$ cat config.mk
export PLATFORM = sky130hd
export DESIGN_NAME = seletor_aprovados
export DESIGN_NICKNAME = d
export VERILOG_FILES = /design/src/rtl/seletor_aprovados.sv
export SDC_FILE = /design/constraint.sdc
export NUM_CORES = 1
export LEC_CHECK = 0
export BUFFER_PORTS_ARGS = -buffer_cell sky130_fd_sc_hd__buf_2
export CAP_MARGIN = 20
export CORE_ASPECT_RATIO = 0.5
export CORE_MARGIN = 4
export CORE_UTILIZATION = 40
export CTS_CLUSTER_DIAMETER = 80
export DETAILED_ROUTE_END_ITERATION = 16
export SYNTH_ARGS = -nofsm -noshare
export SYNTH_HDL_FRONTEND = slang
export SYNTH_SLANG_ARGS = --single-unit
$ cat constraint.sdc
create_clock -name clk_in -period 5.5 [get_ports clk_in]
set_clock_uncertainty 0.2 [all_clocks]
set_input_delay 0.825 -clock clk_in [delete_from_list [all_inputs] [get_ports clk_in]]
set_output_delay 0.825 -clock clk_in [all_outputs]
set_load 0.02 [all_outputs]
$ cat src/rtl/seletor_aprovados.sv
// Round-robin selector of approved evaluator slots: reads the chosen slot,
// offers it to the expansion stage over valid/ready and pulses a removal on acceptance.
module seletor_aprovados #(
  parameter int BUFFER_SIZE = 16,
  parameter int IDX_WIDTH   = 4,
  parameter int NODE_WIDTH  = 8,
  parameter int DIST_WIDTH  = 8,
  parameter int CONT_WIDTH  = 16
) (
  input  logic                   clk_in,
  input  logic                   rst_n_in,
  input  logic                   habilitar_in,
  input  logic [BUFFER_SIZE-1:0] aprovados_in,
  output logic [IDX_WIDTH-1:0]   sel_indice_out,
  input  logic [NODE_WIDTH-1:0]  endereco_no_in,
  input  logic [DIST_WIDTH-1:0]  distancia_in,
  output logic                   no_valido_out,
  output logic [NODE_WIDTH-1:0]  no_endereco_out,
  output logic [DIST_WIDTH-1:0]  no_distancia_out,
  input  logic                   no_pronto_in,
  output logic                   remover_out,
  output logic [NODE_WIDTH-1:0]  remover_endereco_no_out,
  output logic                   ocioso_out,
  output logic [CONT_WIDTH-1:0]  contagem_emitidos_out
);

  typedef enum logic [1:0] {OCIOSO, LEITURA, EMITE, REMOCAO} state_t;

  state_t               state, state_next;
  logic [IDX_WIDTH-1:0] ptr, idx;
  logic [CONT_WIDTH-1:0] contagem;
  logic                 pick_en, capture, accept;

  // Lowest set bit at or above start; falls back to the lowest set bit overall.
  function automatic logic [IDX_WIDTH-1:0] rr_pick(input logic [BUFFER_SIZE-1:0] mask,
                                                   input logic [IDX_WIDTH-1:0]   start);
    logic [IDX_WIDTH-1:0] low_any, low_hi;
    logic                 hit_hi;
    low_any = '0;
    low_hi  = '0;
    hit_hi  = 1'b0;
    for (int i = BUFFER_SIZE - 1; i >= 0; i--) begin
      if (mask[i]) begin
        low_any = IDX_WIDTH'(i);
        if (i >= int'(start)) begin
          low_hi = IDX_WIDTH'(i);
          hit_hi = 1'b1;
        end
      end
    end
    return hit_hi ? low_hi : low_any;
  endfunction

  function automatic logic [IDX_WIDTH-1:0] wrap_next(input logic [IDX_WIDTH-1:0] v);
    return (v == IDX_WIDTH'(BUFFER_SIZE - 1)) ? '0 : v + IDX_WIDTH'(1);
  endfunction

  function automatic logic [CONT_WIDTH-1:0] sat_inc(input logic [CONT_WIDTH-1:0] v);
    return (&v) ? v : v + CONT_WIDTH'(1);
  endfunction

  always_ff @(posedge clk_in or negedge rst_n_in) begin
    if (!rst_n_in) state <= OCIOSO;
    else           state <= state_next;
  end

  always_comb begin
    state_next = state;
    pick_en    = 1'b0;
    capture    = 1'b0;
    accept     = 1'b0;
    case (state)
      OCIOSO: begin
        if (habilitar_in && (|aprovados_in)) begin
          pick_en    = 1'b1;
          state_next = LEITURA;
        end
      end
      LEITURA: begin
        // The approval may have vanished since the pick; then drop the attempt silently.
        if (aprovados_in[idx]) begin
          capture    = 1'b1;
          state_next = EMITE;
        end else begin
          state_next = OCIOSO;
        end
      end
      EMITE: begin
        if (no_pronto_in) begin
          accept     = 1'b1;
          state_next = REMOCAO;
        end
      end
      REMOCAO: state_next = OCIOSO;
      default: state_next = OCIOSO;
    endcase
  end

  always_ff @(posedge clk_in or negedge rst_n_in) begin
    if (!rst_n_in) begin
      ptr                     <= '0;
      idx                     <= '0;
      no_valido_out           <= 1'b0;
      no_endereco_out         <= '0;
      no_distancia_out        <= '0;
      remover_out             <= 1'b0;
      remover_endereco_no_out <= '0;
      contagem                <= '0;
    end else begin
      remover_out <= accept;
      if (pick_en) idx <= rr_pick(aprovados_in, ptr);
      if (capture) begin
        no_valido_out    <= 1'b1;
        no_endereco_out  <= endereco_no_in;
        no_distancia_out <= distancia_in;
      end
      if (accept) begin
        no_valido_out           <= 1'b0;
        remover_endereco_no_out <= no_endereco_out;
        ptr                     <= wrap_next(idx);
        contagem                <= sat_inc(contagem);
      end
    end
  end

  assign sel_indice_out        = idx;
  assign ocioso_out            = (state == OCIOSO);
  assign contagem_emitidos_out = contagem;

endmodule

==> impl_metrics.env <==
export IMPL_final_layout_size_suffix_gt1_share_pct=31.7
export IMPL_routed_wl_um=7070
export IMPL_cts_tree="done"
export IMPL_ys_seq_elements=52
export IMPL_setup_viol=0
export IMPL_die_y_um=68.5
export IMPL_antenna_found_initial=0
export IMPL_cts_sinks=52
export IMPL_clock_fmax_mhz=368
export IMPL_synth_area_um2=2930
export IMPL_dp_cells=453
export IMPL_coreArea_um2=6880
export IMPL_syn_num_nets=330
export IMPL_routed_via_count=2511
export IMPL_maxCapViolations=0
export IMPL_n_antenna_cell=0
export IMPL_row_count=21
export IMPL_finalCritPeriodShare_pct=49.4
export IMPL_power_leakage_uw=0.00169
export IMPL_fin_nets=406
export IMPL_whs_path_depth=2
export IMPL_final_cells=461
export IMPL_clock_latency_ns=0.28
export IMPL_post_place_ws_ns=2.51
export IMPL_synthArstFlopShare_pct=100
export IMPL_postLayoutSetupSlackWorst_ns=2.78
export IMPL_root_buffer="clkbuf_16"
export IMPL_placement_io_buffers=82
export IMPL_cp_required_ns=5.47
export IMPL_post_cts_buffers=0
export IMPL_grt_pass1_wl_um=11800
export IMPL_yosys_most_used_dff="dfrtp_1"
export IMPL_final_common_cell="buf_2"
export IMPL_fin_crit_ns=2.72
export IMPL_grt_start_max_net_pins=53
export IMPL_synth_cells=292
export IMPL_clk_pin_slew_ns=0.07
export IMPL_synthToLayoutAreaGrowth_pct=20.5
export IMPL_finalSetupTns_ns=0
export IMPL_cts_buffer_depth=2
export IMPL_layout_common_cells="82 x buf_2, 52 x dfrtp_1, 51 x nand2_1, 23 x nor2_1, 14 x o21ai_0"
export IMPL_fp_dieW_um=129
export IMPL_seq_area_frac_synth_pct=44.4
export IMPL_rr_worst_depth=4
export IMPL_hold_violations=0
export IMPL_drt_iter0_markers=104
export IMPL_crit_path_start_kind="flip-flop"
export IMPL_dp_hpwl_um=5330
export IMPL_routedWlPerCell_um=15.3
export IMPL_cts_hold_buf=0
export IMPL_drcViolationCount=0
export IMPL_grt_ovfl_total=0
export IMPL_cp_arrival_ns=2.69
export IMPL_drv_slew=0
export IMPL_hp_class="reg2reg"
export IMPL_io_pins=83
export IMPL_crit_path_max_fanout=18
export IMPL_hp_start="remover_endereco_no_out[0]"
export IMPL_p_per_area_nw_per_um2=527
export IMPL_grt_pass1_vias=2462
export IMPL_firstDrtPassIters=7
export IMPL_initial_core_util_pct=42.5
export IMPL_design_die_area_um2=8840
export IMPL_rsz0062_at_grt="false"
export IMPL_startpoint="sel_indice_out[0]"
export IMPL_cts_max_level=2
export IMPL_cts_inserted_buffers=5
export IMPL_reg2reg_from="sel_indice_out[0]"
export IMPL_finalPower_uw=1860
export IMPL_gp_congestion=0.923
export IMPL_tightest_slew_ns=0.815
export IMPL_endpoint_kind="flip-flop"
export IMPL_outcome="completed"
export IMPL_yosysUniqueCellTypes=59
export IMPL_ant_nets=0
export IMPL_fillers=665
export IMPL_synth_edf_count=0
export IMPL_grt_total_usage_pct=16.7
export IMPL_slew_headroom_pct=45.5
export IMPL_critical_path_class="reg2reg"
export IMPL_via_per_inst=5.45
export IMPL_ys_warn_count=0
export IMPL_cts_resized=0
export IMPL_peakVddDrop_uv=183
export IMPL_syn_area_per_cell_um2=10.0
## metrics by stage
step	utilization (%)	hold WS, ns	instance area, um^2
after floorplan	-	0.315	2930
after global placement	48.8	0.256	3360
after detailed placement	48.8	0.264	3360
after CTS	51.3	0.281	3530
after global routing	51.3	0.325	3530
final	51.3	0.280	3530
## worst max-delay path, stage by stage (launching register included)
cell and delay, ns:
dfrtp_1 0.61, mux4_1 0.62, mux4_2 0.51, nand3_4 0.28, mux2_2 0.38
## cells by family (layout without fill, tap and decap cells)
kind of cell | after synthesis | count (layout) | synth area share [%]
simple gates | 113 | 113 | 18.0
compound gates | 63 | 63 | 15.1
flops | 52 | 52 | 44.4
mux | 23 | 23 | 12.2
buf+inv | 23 | 100 | 4.66
xor+xnor | 16 | 16 | 4.78
fa+ha+maj | 2 | 2 | 0.854
## report_power, final
part | switching (uW) | total [uW] | internal (uW) | leakage (uW)
Sequential | 174 | 699 | 525 | 0.000658
Combinational | 451 | 808 | 356 | 0.000955
Clock | 138 | 355 | 216 | 0.0000804
Total | 764 | 1860 | 1100 | 0.00169
## registers in the layout, indices dropped and copies added (netlist names), named ones only
name                     count
sel_indice_out               4
no_endereco_out              8
state                        1
no_distancia_out             8
remover_out                  1
contagem_emitidos_out       16
ptr                          4
remover_endereco_no_out      8
no_valido_out                1
## cells in the mapped netlist, drive strengths merged, types with 2 or more instances
library cell	instances	share of area [%]
nor4	6	1.3
a21boi	4	1.0
o211ai	3	0.94
nand2b	3	0.64
o21ai	14	2.4
nor3	5	0.85
and4	3	0.90
xnor2	12	3.6
o2111ai	2	0.60
clkbuf	10	2.1
nor2	23	2.9
a21oi	13	2.2
mux4	5	4.2
buf	4	1.5
o221ai	2	0.60
mux2	18	7.9
dfrtp	52	44
nand3	10	2.1
xor2	4	1.2
a22o	2	0.60
ha	2	0.85
inv	8	1.0
nor2b	3	0.64
o31ai	2	0.51
nand2	51	6.5
nand3b	3	0.77
or2	2	0.43
nand4	4	0.85
## per-layer routing
layer  global-route usage, %  vias up  share of wire (%)
met4                    4.45        0               0.96
met2                    28.7       81                 48
li1                        -     1209                  -
met3                    2.85        6                6.3
met1                    22.3     1215                 45
met5                       0        -                  0
## path summary, 6_finish.rpt
path / to / slack, ns
max: no_distancia_out[1] / 2.78
max in group asynchronous: contagem_emitidos_out[0] / 4.21
max reg2reg: no_distancia_out[1] / 2.78
min in group asynchronous: ptr[3] / 0.44
min: remover_endereco_no_out[0] / 0.28
min reg2reg: remover_endereco_no_out[0] / 0.28
## area by class of cell
| cell class | count | area (um^2) | share of cell area, % |
|---|---|---|---|
| multi-input cells | 217 | 1490 | 42.2 |
| flip-flops and latches | 52 | 1300 | 36.9 |
| repair buffers | 83 | 418 | 11.8 |
| clock buffers | 5 | 125 | 3.54 |
| well taps | 92 | 115 | 3.26 |
| clock inverters | 3 | 46.3 | 1.31 |
| inverters | 9 | 33.8 | 0.957 |
Note: power is estimated with default switching activity, not from simulation.
